--- src/rtl/core_pkg.sv ---
// Shared RV32I core constants: writeback select encodings, load funct3 codes,
// datapath defaults and the writeback FSM state type.
package core_pkg;

  localparam int DEFAULT_XLEN   = 32;
  localparam int DEFAULT_REG_AW = 5;

  localparam logic [1:0] WB_SEL_ALU  = 2'b00;
  localparam logic [1:0] WB_SEL_LOAD = 2'b01;
  localparam logic [1:0] WB_SEL_PC4  = 2'b10;
  localparam logic [1:0] WB_SEL_NONE = 2'b11;

  localparam logic [2:0] F3_LB  = 3'b000;
  localparam logic [2:0] F3_LH  = 3'b001;
  localparam logic [2:0] F3_LW  = 3'b010;
  localparam logic [2:0] F3_LBU = 3'b100;
  localparam logic [2:0] F3_LHU = 3'b101;

  typedef enum logic [0:0] {
    ST_ACCEPT    = 1'b0,
    ST_LOAD_WAIT = 1'b1
  } wb_state_e;

endpackage

--- src/rtl/load_align.sv ---
// Combinational load lane extraction and sign/zero extension. The fault flag
// depends only on addr/funct3, so the memory stage can reuse it for stores.
module load_align
  import core_pkg::*;
#(
  parameter int XLEN = DEFAULT_XLEN
) (
  input  logic [XLEN-1:0] raw,
  input  logic [1:0]      addr,
  input  logic [2:0]      funct3,
  output logic [XLEN-1:0] data,
  output logic            fault
);

  logic [7:0]  byte_s;
  logic [15:0] half_s;

  // Select the addressed byte and halfword lanes of the raw word.
  always_comb begin
    byte_s = raw[7:0];
    half_s = raw[15:0];
    case (addr)
      2'b00:   byte_s = raw[7:0];
      2'b01:   byte_s = raw[15:8];
      2'b10:   byte_s = raw[23:16];
      2'b11:   byte_s = raw[31:24];
      default: byte_s = raw[7:0];
    endcase
    if (addr[1]) begin
      half_s = raw[31:16];
    end else begin
      half_s = raw[15:0];
    end
  end

  // Extend per load size; unknown funct3 values are illegal.
  always_comb begin
    data  = '0;
    fault = 1'b0;
    case (funct3)
      F3_LB:   data = {{(XLEN-8){byte_s[7]}}, byte_s};
      F3_LBU:  data = {{(XLEN-8){1'b0}}, byte_s};
      F3_LH: begin
        data  = {{(XLEN-16){half_s[15]}}, half_s};
        fault = addr[0];
      end
      F3_LHU: begin
        data  = {{(XLEN-16){1'b0}}, half_s};
        fault = addr[0];
      end
      F3_LW: begin
        data  = raw;
        fault = (addr != 2'b00);
      end
      default: begin
        data  = '0;
        fault = 1'b1;
      end
    endcase
  end

endmodule

--- src/rtl/writeback_unit.sv ---
// RV32I writeback stage: result select, load completion FSM, register bank
// write port, retired-instruction counter and misaligned-load pulse.
module writeback_unit
  import core_pkg::*;
#(
  parameter int XLEN   = DEFAULT_XLEN,
  parameter int REG_AW = DEFAULT_REG_AW
) (
  input  logic              clk,
  input  logic              reset,
  input  logic              mem_valid,
  output logic              mem_ready,
  input  logic [REG_AW-1:0] mem_rd_addr,
  input  logic              mem_rd_en,
  input  logic [1:0]        mem_wb_sel,
  input  logic [XLEN-1:0]   mem_alu_result,
  input  logic [XLEN-1:0]   mem_pc_plus4,
  input  logic [2:0]        mem_funct3,
  input  logic              dmem_rvalid,
  input  logic [XLEN-1:0]   dmem_rdata,
  output logic [REG_AW-1:0] rd_addr,
  output logic              rd_we,
  output logic [XLEN-1:0]   rd_data_from_wb,
  output logic              load_misaligned,
  output logic [63:0]       instret
);

  wb_state_e         state_r, next_state_s;
  logic [REG_AW-1:0] ld_rd_r;
  logic              ld_rd_en_r;
  logic [2:0]        ld_funct3_r;
  logic [1:0]        ld_addr_r;

  logic [REG_AW-1:0] rd_addr_r;
  logic              rd_we_r;
  logic [XLEN-1:0]   rd_data_r;
  logic              load_misaligned_r;
  logic [63:0]       instret_r;

  logic [1:0]        align_addr_s;
  logic [2:0]        align_funct3_s;
  logic [XLEN-1:0]   align_data_s;
  logic              align_fault_s;

  logic              retire_s;
  logic              wr_en_s;
  logic [REG_AW-1:0] wr_addr_s;
  logic [XLEN-1:0]   wr_data_s;
  logic              misalign_s;
  logic              latch_load_s;

  // Fault check uses the live request in ACCEPT, extraction uses the latched load.
  always_comb begin
    if (state_r == ST_ACCEPT) begin
      align_addr_s   = mem_alu_result[1:0];
      align_funct3_s = mem_funct3;
    end else begin
      align_addr_s   = ld_addr_r;
      align_funct3_s = ld_funct3_r;
    end
  end

  load_align #(.XLEN(XLEN)) u_load_align (
    .raw    (dmem_rdata),
    .addr   (align_addr_s),
    .funct3 (align_funct3_s),
    .data   (align_data_s),
    .fault  (align_fault_s)
  );

  assign mem_ready = (state_r == ST_ACCEPT);

  // Next-state and next-write decode.
  always_comb begin
    next_state_s = state_r;
    retire_s     = 1'b0;
    wr_en_s      = 1'b0;
    wr_addr_s    = rd_addr_r;
    wr_data_s    = rd_data_r;
    misalign_s   = 1'b0;
    latch_load_s = 1'b0;
    case (state_r)
      ST_ACCEPT: begin
        if (mem_valid) begin
          if (mem_wb_sel == WB_SEL_LOAD) begin
            if (align_fault_s) begin
              misalign_s = 1'b1;
            end else begin
              latch_load_s = 1'b1;
              next_state_s = ST_LOAD_WAIT;
            end
          end else begin
            retire_s  = 1'b1;
            wr_en_s   = mem_rd_en && (mem_wb_sel != WB_SEL_NONE) &&
                        (mem_rd_addr != {REG_AW{1'b0}});
            wr_addr_s = mem_rd_addr;
            if (mem_wb_sel == WB_SEL_PC4) begin
              wr_data_s = mem_pc_plus4;
            end else begin
              wr_data_s = mem_alu_result;
            end
          end
        end else begin
          next_state_s = ST_ACCEPT;
        end
      end
      ST_LOAD_WAIT: begin
        if (dmem_rvalid) begin
          retire_s     = 1'b1;
          wr_en_s      = ld_rd_en_r && (ld_rd_r != {REG_AW{1'b0}});
          wr_addr_s    = ld_rd_r;
          wr_data_s    = align_data_s;
          next_state_s = ST_ACCEPT;
        end else begin
          next_state_s = ST_LOAD_WAIT;
        end
      end
      default: next_state_s = ST_ACCEPT;
    endcase
  end

  // State, pending-load context, write port and retire counter.
  always_ff @(posedge clk) begin
    if (reset) begin
      state_r           <= ST_ACCEPT;
      ld_rd_r           <= {REG_AW{1'b0}};
      ld_rd_en_r        <= 1'b0;
      ld_funct3_r       <= 3'b000;
      ld_addr_r         <= 2'b00;
      rd_addr_r         <= {REG_AW{1'b0}};
      rd_we_r           <= 1'b0;
      rd_data_r         <= {XLEN{1'b0}};
      load_misaligned_r <= 1'b0;
      instret_r         <= 64'd0;
    end else begin
      state_r           <= next_state_s;
      rd_we_r           <= wr_en_s;
      rd_addr_r         <= wr_addr_s;
      rd_data_r         <= wr_data_s;
      load_misaligned_r <= misalign_s;
      if (retire_s) begin
        instret_r <= instret_r + 64'd1;
      end
      if (latch_load_s) begin
        ld_rd_r     <= mem_rd_addr;
        ld_rd_en_r  <= mem_rd_en;
        ld_funct3_r <= mem_funct3;
        ld_addr_r   <= mem_alu_result[1:0];
      end
    end
  end

  assign rd_addr         = rd_addr_r;
  assign rd_we           = rd_we_r;
  assign rd_data_from_wb = rd_data_r;
  assign load_misaligned = load_misaligned_r;
  assign instret         = instret_r;

endmodule
--- config.mk ---
export PLATFORM = sky130hd
export DESIGN_NAME = writeback_unit
export DESIGN_NICKNAME = d
export VERILOG_FILES = /design/src/rtl/core_pkg.sv /design/src/rtl/load_align.sv /design/src/rtl/writeback_unit.sv
export SDC_FILE = /design/constraint.sdc
export NUM_CORES = 1
export LEC_CHECK = 0
export CORE_MARGIN = 3
export CORE_UTILIZATION = 48
export CTS_BUF_LIST = sky130_fd_sc_hd__clkbuf_4
export DETAILED_ROUTE_END_ITERATION = 8
export PLACE_DENSITY = 0.83
export SYNTH_ARGS = -nofsm -noshare
export SYNTH_HDL_FRONTEND = slang
export SYNTH_HIERARCHICAL = 1
export SYNTH_SLANG_ARGS = --single-unit
--- constraint.sdc ---
create_clock -name clk -period 3.6 [get_ports clk]
set_input_delay 0.72 -clock clk [delete_from_list [all_inputs] [get_ports clk]]
set_output_delay 0.72 -clock clk [all_outputs]
set_load 0.02 [all_outputs]
==> results.md <==
- GRT Total Usage: a little over a quarter
- Post-Syn Area per Cell: 8.082 sq um
- Hold WC Path Type: reg2reg
- Crit Path Category: reg2reg
- Ranking of synthesized cells by area: dfxtp_1 (35%), mux2i_1 (8.5%), nand2_1 (6.8%)
- CTS buffer count: 17
- Switching share of power: ~29%
- Routed wire length: between 20 and 25 mm
- Layout cells sized above 1: around 9.1%
- Detailed Routing Iterations Pass 1: 7
- Main combinational cell family by area after synthesis: simple AND/OR/NAND/NOR gates
- Crit Path Max Fanout: 11
- Via count: around 7000
- Post-Synth XOR/XNOR Area: about 2.6%
- Utilization after layout: a little over two thirds
- Req. time, crit path: 3.99 ns
- Routability cong.: about 0.9
- Number of distinct library cells after synthesis: 46
- Relative max-transition margin: between 40% and 50%
- Die H: 122.5 microns
- Mapped cell area: 6514 sq um
- Hold WS: 0.4580 ns
- Die W: ~120 microns
- Pint: approximately 1.9 mW
- Mapped Cells: a little over 800
- Max-cap violations: 0
- Largest net degree at the start of global routing: 83
- Final nets: about 1100
- Num ports: approximately 220
- Simple logic cell fraction of the synthesized area: 25.16%
- DP Cell Count: approximately 1100
- Yosys warns: 6
- Routed Antenna Nets: 0
- Root buffer cell: clkbuf_4
- CP arrival: around 3.2 ns
- DR WL/cell: between 15 and 20 microns
- RSZ-0062 raised after global routing: no
- Vias in the first global route: about 6500
- Row cnt: between 40 and 50
- Clk pwr share: a little under a third
- Post-DP HPWL: 14.93 mm
- Minimum clock period: 2.789 ns
- Lkg Pwr: just over 3 nW
- Final non-filler cell total: roughly 1200
- CTS tree: done
- GRT Residual Overflow: 0
- Clock tree sinks: roughly 120
- Worst Skew: between 0.015 and 0.02 ns
- Status: complete, no violations
- Design Area, Final: about 9000 sq um
- P per Cell Area: slightly above 300 nW/um^2
- DRC: 0
- Post-Route Setup TNS: 0 ns
- #FFs+latches synth: 115
- Max-slew violations: 0
- CTS resizes: 0
- CTS Hold Buffers Added: 0
- VDD IR max: 0.2831 mV
- Dpl cell area: 8763 sq um
- Fraction of synthesized area in multiplexers: 13.70%
- Adder-cell share of the synthesized area: less than 1%
- Slew @ Worst Pin: between 0.8 and 0.9 ns
- Vias per std cell: 5.834
- Clock Path Buffers: 2
- Max Freq: 358.6 MHz
- Die ar.: around 15000 sq um
- Final Cycle Share: slightly below 80%
- Area growth, synth to finish: 38.36%
- Final setup violation count: 0
- Compound-Gate Fraction of Synth Area: 18.50%
- Sequential share of the synthesized area: between 30% and 40%
- Initial drt markers: 598
- CP Launch Type: register
- Share of the synthesized area in the top cell type: ~35%
- Starting Density: a little over 50%
- Net switching power: between 700 and 800 uW
- H-tree lvl count: 4
- Synth Net Count: about 900
- Dominant cell type by area after synthesis: dfxtp_1
- CTS clk-pin slew, worst paths: between 0.1 and 0.15 ns
- Core Footprint: between 10000 and 15000 sq um
- Worst setup EP type: register
- Initial antenna violation count: 1
- First-pass GRT wire length: approximately 32 mm
- Worst-Skew Late Latency: between 0.5 and 0.6 ns
- Sequential Power Share: 48.6%
- Final Hold Fails: 0
- Logic pwr share: around a fifth
- IO Port Bufs: roughly 210
- Post-CTS Repair Setup Buffers: 0
per-layer routing:
| metal | routed length [microns] | share of wire (%) | global-route usage (%) | vias to the layer above |
|---|---|---|---|---|
| li1 | - | - | - | 3346 |
| met1 | 8276 | 41 | 32.95 | 3199 |
| met2 | 9631 | 48 | 44.56 | 310 |
| met3 | 1775 | 8.8 | 8.295 | 41 |
| met4 | 582 | 2.9 | 11.27 | 0 |
| met5 | 0 | 0 | 0 | - |
layout make-up:
| class | instances | area (sq um) |
|---|---|---|
| inverters | 10 | 37.54 |
| fillers | 1100 | 3915 |
| diodes | 1 | 2.502 |
| repair buffers | 232 | 2275 |
| clock buffers | 21 | 157.7 |
| flip-flops and latches | 115 | 2302 |
| multi-input cells | 620 | 3934 |
| well taps | 172 | 215.2 |
| clock inverters | 11 | 88.84 |
cells in the final DEF (no fill, tap or decap), types with 2 or more instances in the layout:
master	instances
clkinv_1	3
or3_1	13
buf_4	19
a211oi_1	21
clkdlybuf4s50_1	213
a21oi_1	71
mux2_2	29
or2_2	2
clkinv_4	2
and3_1	8
nor3b_2	2
and4_1	8
o31ai_1	21
o21ai_0	30
nor2_1	56
xnor2_1	9
xor2_1	10
nand3_1	22
nor4_1	9
clkinvlp_4	2
nand4b_1	2
nor3_1	14
nand2b_1	2
clkinv_2	3
a22oi_2	2
mux2i_1	55
clkbuf_4	21
or4_1	23
inv_1	9
dfxtp_1	115
nand2_1	118
o211ai_1	33
nand4_1	25
and2_1	3
nor2b_1	12
a22oi_1	8
cells in the mapped netlist (all sizes together):
master	count
nand2	119
dfxtp	115
a21oi	71
nor2	56
mux2i	55
clkbuf	36
o211ai	33
mux2	30
o21ai	30
nand4	26
buf	25
or4	23
nand3	22
a211oi	21
o31ai	21
nor3	14
nor2b	13
or3	13
a22oi	10
inv	10
nor4	10
xor2	10
xnor2	9
and3	8
and4	8
and2	3
or2	3
nand2b	2
nand4b	2
nor3b	2
a21boi	1
a22o	1
a32oi	1
ha	1
nor4bb	1
o2111ai	1
state kept, by name, summed over array words and instances, names as in the netlist:
register	count
rd_data_from_wb	32
ld_rd_r	5
instret	64
ld_addr_r	2
load_misaligned	1
rd_we	1
state_r	1
ld_rd_en_r	1
ld_funct3_r	3
rd_addr	5
worst max-delay path, cell delays in order (launching register included):
cell and delay (ns):
dfxtp_1 0.72, mux2_2 0.46, or2_2 0.37, nor3_1 0.15, nor2_1 0.09, nor3b_2 0.34
buf_4 0.24, mux2i_1 0.21, nor2_1 0.06
power by group through the flow:
stage	Sequential, mW	Combinational (mW)	Clock [mW]
final	1.33	0.553	0.856
after detailed placement	1.36	0.550	0
after CTS	1.33	0.553	0.870
after floorplan	1.40	0.249	0
after global placement	1.36	0.545	0
after global routing	1.34	0.596	0.936
cells by family after synthesis:
logic type,count (synthesis)
flip-flops,115
adder cells (fa/ha/maj),1
XOR/XNOR,19
AND/OR/NAND/NOR,325
buffers and inverters,71
AO/OA/AOI/OAI,190
multiplexers,85
final timing paths:
kind / slack (ns) / to / cells after the start / startpoint
setup / recovery: 0.81 / ld_rd_r[0] / 8 / state_r
hold reg to reg: 0.46 / rd_data_from_wb[27] / 2 / rd_data_from_wb[27]
setup reg to reg: 0.81 / ld_rd_r[0] / 8 / state_r
hold / removal: 0.46 / rd_data_from_wb[27] / 2 / rd_data_from_wb[27]
per-stage QoR:
step | power [mW] | setup slack (ns)
after floorplan | 1.646 | 0.4261
after global placement | 1.905 | 0.5470
after detailed placement | 1.911 | 0.4854
after CTS | 2.755 | 0.8120
after global routing | 2.870 | 0.6023
final | 2.742 | 0.8114
Note: power is estimated with default switching activity, not from simulation.
